### config.mk
export PLATFORM = sky130hd
export DESIGN_NAME = alu_seq
export DESIGN_NICKNAME = d
export VERILOG_FILES = /design/src/rtl/alu_seq.sv
export SDC_FILE = /design/constraint.sdc
export NUM_CORES = 1
export LEC_CHECK = 0
export ABC_CLOCK_PERIOD_IN_PS = 3100
export BUFFER_PORTS_ARGS = -buffer_cell sky130_fd_sc_hd__buf_2
export CAP_MARGIN = 10
export CORE_MARGIN = 8
export CORE_UTILIZATION = 56
export CTS_BUF_LIST = sky130_fd_sc_hd__clkbuf_16
export CTS_CLUSTER_DIAMETER = 80
export DETAILED_ROUTE_END_ITERATION = 6
export PLACE_DENSITY_LB_ADDON = 0.08
export SLEW_MARGIN = 0
export SYNTH_ARGS = -nofsm -noshare
export SYNTH_HDL_FRONTEND = slang
export SYNTH_SLANG_ARGS = --single-unit
### constraint.sdc
create_clock -name clk -period 3.1 [get_ports clk]
set_clock_uncertainty 0.1 [all_clocks]
set_input_delay 0.465 -clock clk [delete_from_list [all_inputs] [get_ports clk]]
set_output_delay 0.465 -clock clk [all_outputs]
set_load 0.05 [all_outputs]
### src/rtl/alu_seq.sv
// alu_seq: registered WIDTH-bit ALU with eight ops, zero/carry flags and an
// iterative shift-add multiplier, using a start/in_ready/done handshake.
//
// Ports:
//   clk      rising-edge clock
//   rst      synchronous, active-high reset
//   start    request, accepted on an edge where start && in_ready
//   op       000 ADD, 001 SUB, 010 AND, 011 OR, 100 XOR, 101 SHL, 110 SHR, 111 MUL
//   a, b     WIDTH-bit operands; b[SHW-1:0] is the shift amount for SHL/SHR
//   in_ready high while idle
//   done     one-cycle pulse after y/zero/carry are updated
//   y        2*WIDTH-bit registered result
//   zero     registered (y == 0) for the last completed op
//   carry    registered carry/borrow for the last completed op
module alu_seq #(
    parameter int WIDTH = 8,
    localparam int SHW = $clog2(WIDTH)
) (
    input  logic               clk,
    input  logic               rst,
    input  logic               start,
    input  logic [2:0]         op,
    input  logic [WIDTH-1:0]   a,
    input  logic [WIDTH-1:0]   b,
    output logic               in_ready,
    output logic               done,
    output logic [2*WIDTH-1:0] y,
    output logic               zero,
    output logic               carry
);

    localparam logic [2:0] OP_ADD = 3'b000;
    localparam logic [2:0] OP_SUB = 3'b001;
    localparam logic [2:0] OP_AND = 3'b010;
    localparam logic [2:0] OP_OR  = 3'b011;
    localparam logic [2:0] OP_XOR = 3'b100;
    localparam logic [2:0] OP_SHL = 3'b101;
    localparam logic [2:0] OP_SHR = 3'b110;
    localparam logic [2:0] OP_MUL = 3'b111;

    // Counter holds WIDTH itself, so it needs one bit more than SHW.
    localparam logic [SHW:0] CNT_INIT = (SHW + 1)'(WIDTH);
    localparam logic [SHW:0] CNT_LAST = (SHW + 1)'(1);

    typedef enum logic {
        S_IDLE,
        S_MUL
    } state_t;

    state_t             state;
    logic [2*WIDTH-1:0] mcand;
    logic [2*WIDTH-1:0] acc;
    logic [WIDTH-1:0]   mplier;
    logic [SHW:0]       cnt;

    logic [WIDTH:0]     sum;
    logic [WIDTH:0]     diff;
    logic [2*WIDTH-1:0] res;
    logic               res_c;
    logic [2*WIDTH-1:0] step;

    assign in_ready = (state == S_IDLE);

    // Single-cycle datapath; diff[WIDTH] is the borrow of a - b.
    always_comb begin
        sum   = {1'b0, a} + {1'b0, b};
        diff  = {1'b0, a} - {1'b0, b};
        res   = '0;
        res_c = 1'b0;
        unique case (op)
            OP_ADD: begin
                res   = {{(WIDTH-1){1'b0}}, sum};
                res_c = sum[WIDTH];
            end
            OP_SUB: begin
                res   = {{WIDTH{1'b0}}, diff[WIDTH-1:0]};
                res_c = diff[WIDTH];
            end
            OP_AND: res = {{WIDTH{1'b0}}, a & b};
            OP_OR:  res = {{WIDTH{1'b0}}, a | b};
            OP_XOR: res = {{WIDTH{1'b0}}, a ^ b};
            OP_SHL: res = {{WIDTH{1'b0}}, a << b[SHW-1:0]};
            OP_SHR: res = {{WIDTH{1'b0}}, a >> b[SHW-1:0]};
            OP_MUL: res = '0;
            default: res = '0;
        endcase
    end

    // One shift-add step: add the shifted multiplicand when the current
    // multiplier LSB is set.
    always_comb begin
        step = acc;
        if (mplier[0]) begin
            step = acc + mcand;
        end
    end

    always_ff @(posedge clk) begin
        if (rst) begin
            state  <= S_IDLE;
            y      <= '0;
            zero   <= 1'b0;
            carry  <= 1'b0;
            done   <= 1'b0;
            acc    <= '0;
            mcand  <= '0;
            mplier <= '0;
            cnt    <= '0;
        end else begin
            done <= 1'b0;
            unique case (state)
                S_IDLE: begin
                    if (start) begin
                        if (op == OP_MUL) begin
                            mcand  <= {{WIDTH{1'b0}}, a};
                            mplier <= b;
                            acc    <= '0;
                            cnt    <= CNT_INIT;
                            state  <= S_MUL;
                        end else begin
                            y     <= res;
                            zero  <= (res == '0);
                            carry <= res_c;
                            done  <= 1'b1;
                        end
                    end
                end
                S_MUL: begin
                    acc    <= step;
                    mcand  <= mcand << 1;
                    mplier <= mplier >> 1;
                    cnt    <= cnt - 1'b1;
                    // Final step lands straight in y.
                    if (cnt == CNT_LAST) begin
                        y     <= step;
                        zero  <= (step == '0);
                        carry <= 1'b0;
                        done  <= 1'b1;
                        state <= S_IDLE;
                    end
                end
                default: state <= S_IDLE;
            endcase
        end
    end

endmodule

==> impl_results.html, run 1 <==
<table>
<tr><th>Metric</th><th>Value</th></tr>
<tr><th colspan="2">Run status</th></tr>
<tr><td>Result of the run</td><td>completed</td></tr>
<tr><th colspan="2">GRT</th></tr>
<tr><td>First-pass GRT wire length</td><td>26.7 mm</td></tr>
<tr><td>GRT overflow</td><td>0</td></tr>
<tr><td>Largest net degree at the start of global routing</td><td>64</td></tr>
<tr><td>Via count of the first global-routing pass</td><td>around 5200</td></tr>
<tr><td>Number of antenna violations at the first check in global routing</td><td>0</td></tr>
<tr><td>Total global-route track usage</td><td>0.254</td></tr>
<tr><th colspan="2">Yosys</th></tr>
<tr><td>Synthesized Nets</td><td>around 770</td></tr>
<tr><td>Most area-hungry cell type in the Yosys netlist</td><td>dfxtp_1</td></tr>
<tr><td>Syn avg cell area</td><td>7.64 um2</td></tr>
<tr><td>Post-synth top flop</td><td>dfxtp_1</td></tr>
<tr><td>Number of cells produced by synthesis</td><td>702</td></tr>
<tr><td>Sequential cell area fraction in the yosys report</td><td>0.239</td></tr>
<tr><td>Post-synthesis instance area</td><td>5360 um2</td></tr>
<tr><td>Number of enable-type register cells in the synthesized netlist</td><td>0</td></tr>
<tr><td>Number of distinct library cells after synthesis</td><td>73</td></tr>
<tr><td>Share of synthesized registers carrying an async set or reset</td><td>0</td></tr>
<tr><td>Number of flip-flops and latches in the synthesized netlist</td><td>64</td></tr>
<tr><td>Proportion of netlist area held by the largest area contributor</td><td>0.239</td></tr>
<tr><td>Biggest area contributors in the synthesized netlist</td><td>dfxtp_1 (24%), ha_1 (9.8%), a21oi_1 (7.0%), nor2_1 (5.8%), nand2_1 (4.8%)</td></tr>
<tr><td>Yosys Warn Count</td><td>0</td></tr>
<tr><th colspan="2">Timing</th></tr>
<tr><td>Final hold violation count</td><td>0</td></tr>
<tr><td>Total of endpoints with negative setup slack in the final report</td><td>0</td></tr>
<tr><td>TNS Setup</td><td>0 ps</td></tr>
<tr><td>Share of the clock period used by the worst path</td><td>0.954</td></tr>
<tr><td>Max Clock Freq</td><td>338 MHz</td></tr>
<tr><td>Least-Margin Pin Slew</td><td>901 ps</td></tr>
<tr><td>Final Max Slew Viols</td><td>0</td></tr>
<tr><td>Slew Limit Headroom</td><td>0.397</td></tr>
<tr><td>Final Critical Period</td><td>2960 ps</td></tr>
<tr><th colspan="2">CTS</th></tr>
<tr><td>Clock H-tree levels</td><td>3</td></tr>
<tr><td>Clock root buffer</td><td>clkbuf_16</td></tr>
<tr><td>Post CTS Setup Buffer Count</td><td>0</td></tr>
<tr><td>Clock tree from TritonCTS</td><td>done</td></tr>
<tr><td>Cts bufs inserted</td><td>9</td></tr>
<tr><td>Hold Buf Count CTS</td><td>0</td></tr>
<tr><td>Total of cells resized after clock tree synthesis</td><td>0</td></tr>
<tr><td>Clk sinks</td><td>64</td></tr>
<tr><td>Clock edge transition at the registers on the reported setup and hold paths</td><td>60 ps</td></tr>
<tr><td>Clock latency of the later-clocked register in the worst-skew pair</td><td>330 ps</td></tr>
<tr><td>Longest Clk Path Bufs</td><td>2</td></tr>
<tr><th colspan="2">Placement</th></tr>
<tr><td>Count of buffers inserted at the top-level ports</td><td>41</td></tr>
<tr><td>Detailed placer's ending HPWL</td><td>12.1 mm</td></tr>
<tr><td>Routability congestion estimate from global placement</td><td>0.970</td></tr>
<tr><th colspan="2">Worst setup path</th></tr>
<tr><td>Required time worst endpoint</td><td>3240 ps</td></tr>
<tr><td>Top Family by Delay on Critical Path</td><td>compound AO/OA/AOI/OAI gates</td></tr>
<tr><td>Nature of the critical path startpoint</td><td>flop</td></tr>
<tr><td>R2R depth</td><td>10</td></tr>
<tr><td>Worst flop-to-flop path endpoint</td><td>zero</td></tr>
<tr><td>Cell-by-cell listing of the critical path</td><td>ha_1, fa_1, a211oi_2, o21bai_1, a31oi_2, o21bai_1, xor2_1, mux2_2, nand4b_1, o41ai_2</td></tr>
<tr><td>Buffers plus inverters on the worst setup path</td><td>0</td></tr>
<tr><td>Slowest cell on crit path</td><td>fa_1</td></tr>
<tr><td>Startpoint-to-endpoint class of the critical path</td><td>reg2reg</td></tr>
<tr><td>Most numerous cell on the critical path</td><td>o21bai_1</td></tr>
<tr><td>Largest stage delay on the critical path</td><td>460 ps</td></tr>
<tr><td>Start of the worst register-to-register path</td><td>mcand[0]</td></tr>
<tr><td>Reg2reg setup slack</td><td>140 ps</td></tr>
<tr><td>Element type at the critical path end</td><td>flop</td></tr>
<tr><td>Arrival time at the worst endpoint</td><td>just over 3000 ps</td></tr>
<tr><td>Critical path peak fanout</td><td>4</td></tr>
<tr><th colspan="2">Final layout</th></tr>
<tr><td>Layout cell share with drive strength beyond 1</td><td>0.165</td></tr>
<tr><td>Count of antenna diodes in the layout</td><td>0</td></tr>
<tr><td>Layout overhead on the synthesized area</td><td>14.1%</td></tr>
<tr><td># nets final</td><td>roughly 810</td></tr>
<tr><th colspan="2">Run</th></tr>
<tr><td>Number of maximum-capacitance violations</td><td>0</td></tr>
<tr><th colspan="2">Die</th></tr>
<tr><td>Floorplan die area</td><td>13000 um2</td></tr>
<tr><td>Core area</td><td>9280 um2</td></tr>
<tr><td>Total I/O pin count</td><td>42</td></tr>
<tr><td>Initial core utilization</td><td>0.577</td></tr>
<tr><td>Total number of placement rows</td><td>35</td></tr>
<tr><td>Horiz. Die Dim</td><td>114 um</td></tr>
<tr><td>Height of the die</td><td>around 110 um</td></tr>
<tr><th colspan="2">Power</th></tr>
<tr><td>IR Drop Worst-Case VDD</td><td>0.369 mV</td></tr>
<tr><td>Static Leakage</td><td>2.66 nW</td></tr>
<tr><td>Power, Total</td><td>2.36 mW</td></tr>
<tr><td>PwrDens</td><td>385 nW/um2</td></tr>
<tr><th colspan="2">Min path</th></tr>
<tr><td>Number of cells traversed by the worst hold path</td><td>2</td></tr>
<tr><td>Hold Crit Start</td><td>y[5]</td></tr>
<tr><td>Min-Delay Path Class</td><td>reg2reg</td></tr>
<tr><td>Hold Path End</td><td>y[5]</td></tr>
<tr><th colspan="2">Route</th></tr>
<tr><td>DRC Markers</td><td>0</td></tr>
<tr><td>Count of vias placed by the detailed router</td><td>5489</td></tr>
<tr><td>Iteration-0 DRC Markers</td><td>499</td></tr>
<tr><td>Detailed-route wire length</td><td>around 16 mm</td></tr>
<tr><td>Post-route antenna net violation count</td><td>0</td></tr>
<tr><td>Routed WL per cell</td><td>18.7 um</td></tr>
<tr><td>Number of iterations in the first detailed-routing pass</td><td>5</td></tr>
<tr><td>Detailed-route vias per instance</td><td>6.28</td></tr>
</table>
## cell usage after synthesis, types with 5 or more instances
library cell,number
a211oi_1,7
mux2i_1,12
o31ai_1,7
a21o_1,11
nand3_1,30
o32ai_1,6
xor2_1,5
nor4_1,5
nand2b_1,13
a22oi_1,13
nand2_1,68
ha_1,42
dfxtp_1,64
inv_1,29
mux2_2,7
nor2b_1,7
nor2_1,83
nand3b_1,6
buf_1,5
clkbuf_1,36
a21oi_1,75
nor3_1,18
a31oi_1,7
o21bai_1,10
mux4_2,10
o21ai_0,22
and3_1,16
xnor2_1,5
o211ai_1,8
## layout by cell type, fill, tap and decap left out, types with 5 or more instances in the layout
cell type	Yosys	layout
nand2_1	68	68
o211ai_1	8	8
nor3_1	18	16
clkbuf_16	0	9
a22oi_1	13	13
a211oi_1	7	5
nor2b_1	7	7
o21bai_1	10	10
a21o_1	11	11
mux2_2	7	7
xnor2_1	5	5
a21oi_1	75	75
nand3b_1	6	6
and3_1	16	16
a31oi_1	7	6
mux2i_1	12	12
nand2b_1	13	13
o31ai_1	7	7
mux4_2	10	10
ha_1	42	42
dfxtp_1	64	63
o32ai_1	6	6
inv_1	29	30
o21ai_0	22	22
nor4_1	5	5
buf_2	4	41
buf_4	0	32
nand3_1	30	30
nor2_1	83	83
## worst reg2reg max path, delay by kind of cell, from the launching register on
family / cells / cell delay [ps]
muxes: 1 / 300
xor gates and xnor gates: 1 / 150
AOI/OAI and AO/OA: 5 / 1070
adders and majority gates: 2 / 700
and+or+nand+nor: 1 / 220
DFF: 1 / 320
## layer usage
layer,global-route usage,share of wire,vias up
met5,0,0,-
met4,0.0639,0.015,0
met3,0.0629,0.075,28
met2,0.383,0.44,190
met1,0.352,0.47,2635
li1,-,-,2636
## how the worst max path moves through the flow
stage	start	to	depth (start not counted)
global placement	a[1]	zero	12
floorplan	b[2]	zero	12
finish	mcand[0]	zero	10
CTS	mcand[0]	zero	10
global route	mcand[1]	zero	9
detailed placement	a[1]	zero	12
## stage by stage
| stage | cell area [um2] | std cells | utilization | hold WS, ps | setup slack [ps] |
|---|---|---|---|---|---|
| final | 6120 | 874 | 0.659 | 355 | 142 |
| after global routing | 6120 | 874 | 0.659 | 383 | -56.2 |
| after CTS | 6080 | 874 | 0.655 | 357 | 78.6 |
| after detailed placement | 5800 | 859 | 0.624 | 349 | -65.7 |
| after global placement | 5800 | 859 | 0.624 | 340 | 20.5 |
| after floorplan | 5360 | 702 | - | 353 | 76.5 |
## power by group
group / leakage [nW] / total, mW / switching, mW / internal [mW]
clock: 0.140 / 0.987 / 0.373 / 0.614
combinational: 2.00 / 0.509 / 0.326 / 0.184
sequential: 0.519 / 0.861 / 0.0172 / 0.844
total: 2.66 / 2.36 / 0.716 / 1.64
## state kept, by name, summed over array words and instances (netlist names)
| name | flops |
|---|---|
| cnt | 4 |
| y | 16 |
| done | 1 |
| mcand | 16 |
| acc | 16 |
| carry | 1 |
| state | 1 |
| mplier | 8 |
| zero | 1 |
## area by class of cell
type                            count  area, um2
Timing Repair Buffer               73        445
Inverter                           32        120
Clock buffer                        9        225
Sequential cell                    64       1280
Fill cell                         830       3170
Multi-Input combinational cell    561       3820
Tap cell                          129        161
Clock inverter                      6       62.6
## logic make-up (layout without fill, tap and decap cells)
group	Yosys count	in the layout	synth area share
AOI/OAI and AO/OA	206	206	0.256
xor gates and xnor gates	10	10	0.0163
adders and majority gates	45	45	0.109
buffers and inverters	77	120	0.0548
DFF	64	64	0.239
muxes	30	30	0.0833
and+or+nand+nor	270	270	0.241
(Power assumes the default switching activity.)
==> inputs of run 2 (changes only) <==
--- a/config.mk
+++ b/config.mk
@@ -7,7 +7,7 @@
 export LEC_CHECK = 0
 export ABC_CLOCK_PERIOD_IN_PS = 3100
 export BUFFER_PORTS_ARGS = -buffer_cell sky130_fd_sc_hd__buf_2
-export CAP_MARGIN = 10
+export CAP_MARGIN = 20
 export CORE_MARGIN = 8
 export CORE_UTILIZATION = 56
 export CTS_BUF_LIST = sky130_fd_sc_hd__clkbuf_16
==> constraint.sdc (replaced) <==
create_clock -name clk -period 3.1 [get_ports clk]
set_clock_uncertainty 0.1 [all_clocks]
set_input_delay 0.465 -clock clk [delete_from_list [all_inputs] [get_ports clk]]
set_output_delay 0.465 -clock clk [all_outputs]
set_load 0.1 [all_outputs]
==> impl_results.html, run 2 (synthesis gave the netlist of run 1 again) <==
<table>
<tr><th>Metric</th><th>Value</th></tr>
<tr><th colspan="2">Run status</th></tr>
<tr><td>Result of the run</td><td>completed</td></tr>
<tr><th colspan="2">Worst setup path</th></tr>
<tr><td>Largest stage delay on the critical path</td><td>440 ps (-20 ps)</td></tr>
<tr><td>Reg2reg setup slack</td><td>150 ps (about the same)</td></tr>
<tr><td>Required time worst endpoint</td><td>3240 ps (about the same)</td></tr>
<tr><td>Nature of the critical path startpoint</td><td>flop</td></tr>
<tr><td>Buffers plus inverters on the worst setup path</td><td>0 (unchanged)</td></tr>
<tr><td>Startpoint-to-endpoint class of the critical path</td><td>reg2reg</td></tr>
<tr><td>Critical path peak fanout</td><td>9 (+5)</td></tr>
<tr><td>Arrival time at the worst endpoint</td><td>3080 ps (-20 ps)</td></tr>
<tr><td>Top Family by Delay on Critical Path</td><td>compound AO/OA/AOI/OAI gates</td></tr>
<tr><td>Element type at the critical path end</td><td>flop</td></tr>
<tr><td>Most numerous cell on the critical path</td><td>o21ai_0</td></tr>
<tr><td>Slowest cell on crit path</td><td>ha_1</td></tr>
<tr><td>Cell-by-cell listing of the critical path</td><td>ha_1, o21ai_0, a211oi_1, a21boi_1, o21ai_0, xor2_1, mux2i_2, nand4b_1, o41ai_2</td></tr>
<tr><th colspan="2">Placement</th></tr>
<tr><td>Count of buffers inserted at the top-level ports</td><td>41 (unchanged)</td></tr>
<tr><td>Routability congestion estimate from global placement</td><td>0.989 (+2.0%)</td></tr>
<tr><td>Minimum setup slack after placement</td><td>-16.8 ps (+48.9 ps)</td></tr>
<tr><td>Detailed placer's ending HPWL</td><td>12.5 mm (+3.2%)</td></tr>
<tr><td>Placed standard-cell area</td><td>5840 um2 (+0.78%)</td></tr>
<tr><th colspan="2">GRT</th></tr>
<tr><td>GRT overflow</td><td>0 (unchanged)</td></tr>
<tr><td>Total global-route track usage</td><td>0.267 (+0.0127)</td></tr>
<tr><td>Via count of the first global-routing pass</td><td>5371 (+2.9%)</td></tr>
<tr><td>Number of antenna violations at the first check in global routing</td><td>0 (unchanged)</td></tr>
<tr><td>Largest net degree at the start of global routing</td><td>64 (unchanged)</td></tr>
<tr><td>First-pass GRT wire length</td><td>27.9 mm (+4.7%)</td></tr>
<tr><th colspan="2">Die</th></tr>
<tr><td>Horiz. Die Dim</td><td>114 um (unchanged)</td></tr>
<tr><td>Height of the die</td><td>114 um (unchanged)</td></tr>
<tr><td>Total I/O pin count</td><td>42 (unchanged)</td></tr>
<tr><td>Floorplan die area</td><td>13000 um2 (unchanged)</td></tr>
<tr><td>Total number of placement rows</td><td>35 (unchanged)</td></tr>
<tr><td>Core area</td><td>9280 um2 (unchanged)</td></tr>
<tr><td>Initial core utilization</td><td>0.577 (unchanged)</td></tr>
<tr><th colspan="2">Power</th></tr>
<tr><td>Static Leakage</td><td>2.68 nW (+0.63%)</td></tr>
<tr><td>Switching power total</td><td>0.807 mW (+13%)</td></tr>
<tr><td>IR Drop Worst-Case VDD</td><td>0.269 mV (-27%)</td></tr>
<tr><td>Clock power share</td><td>0.402 (-0.017)</td></tr>
<tr><td>PwrDens</td><td>387 nW/um2 (+0.46%)</td></tr>
<tr><td>Internal Pwr Total</td><td>1.57 mW (-4.2%)</td></tr>
<tr><td>Combinational cell fraction of total power</td><td>0.236 (+0.020)</td></tr>
<tr><td>Switching portion of total power</td><td>0.339 (+0.0357)</td></tr>
<tr><td>Share of power burned in registers</td><td>0.362 (-0.003)</td></tr>
<tr><th colspan="2">Final layout</th></tr>
<tr><td>Layout cell share with drive strength beyond 1</td><td>0.176 (+0.0104)</td></tr>
<tr><td>Utilization of the core after routing</td><td>0.662 (+0.00310)</td></tr>
<tr><td>Commonest non-fill, non-tap cells in the layout</td><td>nor2_1 (83), a21oi_1 (74), nand2_1 (68)</td></tr>
<tr><td># fillers</td><td>826 (-0.48%)</td></tr>
<tr><td>Layout overhead on the synthesized area</td><td>14.6%</td></tr>
<tr><td># nets final</td><td>814 (+0.74%)</td></tr>
<tr><td>Leading registers by flop count</td><td>acc x16, mcand x16, y x16</td></tr>
<tr><td>Total non-filler cell area in the finished layout</td><td>6150 um2 (+0.47%)</td></tr>
<tr><td>Count of antenna diodes in the layout</td><td>0 (unchanged)</td></tr>
<tr><td>Most frequent standard cell in the layout excluding fill and tap cells</td><td>nor2_1</td></tr>
<tr><th colspan="2">CTS</th></tr>
<tr><td>Longest Clk Path Bufs</td><td>2 (unchanged)</td></tr>
<tr><td>Cts bufs inserted</td><td>9 (unchanged)</td></tr>
<tr><td>Clk sinks</td><td>64 (unchanged)</td></tr>
<tr><td>Clock H-tree levels</td><td>3 (unchanged)</td></tr>
<tr><td>Clock edge transition at the registers on the reported setup and hold paths</td><td>60 ps (about the same)</td></tr>
<tr><td>Hold Buf Count CTS</td><td>0 (unchanged)</td></tr>
<tr><td>Clock latency of the later-clocked register in the worst-skew pair</td><td>330 ps (about the same)</td></tr>
<tr><td>Clock tree from TritonCTS</td><td>done</td></tr>
<tr><td>Clock root buffer</td><td>clkbuf_16</td></tr>
<tr><th colspan="2">Route</th></tr>
<tr><td>Detailed-route wire length</td><td>17.1 mm (+4.4%)</td></tr>
<tr><td>Routed length on met1</td><td>7.83 mm (+0.77%)</td></tr>
<tr><td>Number of iterations in the first detailed-routing pass</td><td>6 (+1)</td></tr>
<tr><td>Routed WL per cell</td><td>19.4 um (+3.6%)</td></tr>
<tr><td>Post-route antenna net violation count</td><td>0 (unchanged)</td></tr>
<tr><td>Met3 routed wirelength</td><td>1.55 mm (+27%)</td></tr>
<tr><td>Detailed-route vias per instance</td><td>6.41 (+2.1%)</td></tr>
<tr><td>Uppermost routed layer</td><td>met4</td></tr>
<tr><td>Count of vias placed by the detailed router</td><td>5651 (+3.0%)</td></tr>
<tr><td>Iteration-0 DRC Markers</td><td>617 (+24%)</td></tr>
<tr><td>DRC Markers</td><td>0 (unchanged)</td></tr>
<tr><td>Met2 wire length</td><td>7.44 mm (+4.4%)</td></tr>
<tr><th colspan="2">Timing</th></tr>
<tr><td>Worst Slack Setup Final</td><td>154 ps (+12.2 ps)</td></tr>
<tr><td>Least-Margin Pin Slew</td><td>881 ps (-19.7 ps)</td></tr>
<tr><td>Max Clock Freq</td><td>339 MHz (+0.41%)</td></tr>
<tr><td>Total of endpoints with negative setup slack in the final report</td><td>0 (unchanged)</td></tr>
<tr><td>Final hold violation count</td><td>0 (unchanged)</td></tr>
<tr><td>TNS Setup</td><td>0 ps (unchanged)</td></tr>
<tr><td>Final Max Slew Viols</td><td>0 (unchanged)</td></tr>
<tr><td>Slew Limit Headroom</td><td>0.413 (+0.0154)</td></tr>
<tr><td>Final-layout worst hold slack</td><td>364 ps (+9.40 ps)</td></tr>
<tr><td>Final Critical Period</td><td>2950 ps (-12.2 ps)</td></tr>
<tr><td>Share of the clock period used by the worst path</td><td>0.950 (-0.00393)</td></tr>
<tr><th colspan="2">Run</th></tr>
<tr><td>Number of maximum-capacitance violations</td><td>0 (unchanged)</td></tr>
<tr><th colspan="2">Min path</th></tr>
<tr><td>Min-Delay Path Class</td><td>reg2reg</td></tr>
</table>
[run 2: per-layer routing]
layer  vias to the layer above  GRT usage
met5                         -          0
met4                         0     0.0736
met3                        30     0.0613
met2                       247      0.398
met1                      2714      0.373
li1                       2660          -
[run 2: metrics by stage]
stage          instances  total power, mW
2_1_floorplan        702             1.26
3_3_place_gp         865             1.42
3_5_place_dp         865             1.43
4_1_cts              881             2.37
5_1_grt              881             2.46
6_report             881             2.38
[run 2: cell type report]
type	instances	area (um2)	share of cell area
clock buffers	9	225	0.0366
clock inverters	7	47.5	0.00774
inverters	32	120	0.0195
multi-input cells	561	3820	0.621
flip-flops and latches	64	1280	0.209
well taps	129	161	0.0263
repair buffers	79	490	0.0798
[run 2: power by group through the flow]
stage               Sequential [mW]  Combinational (mW)  Clock, mW
floorplan                     0.958               0.303          0
global placement              0.879               0.545          0
detailed placement            0.880               0.548          0
CTS                           0.862               0.552      0.957
global route                  0.865               0.605      0.990
finish                        0.862               0.561      0.955
[run 2: path summary, 6_finish.rpt]
| kind | start | endpoint | cells past startpoint |
|---|---|---|---|
| worst max-delay path | mcand[5] | zero | 9 |
| worst min-delay path | y[5] | y[5] | 2 |
| worst max register to register | mcand[5] | zero | 9 |
| worst min register to register | y[5] | y[5] | 2 |
[run 2: worst min-delay path, stage by stage, from the launching register on]
cell	delay (ps)
dfxtp_1	310
nand2_1	60
a21oi_1	50
[run 2: what timing repair did]
item | CTS | global route
hold endpoints to repair | 0 | 0
setup endpoints to repair | 0 | 5
resized for setup | 0 | 7
buffers inserted | 0 | 0
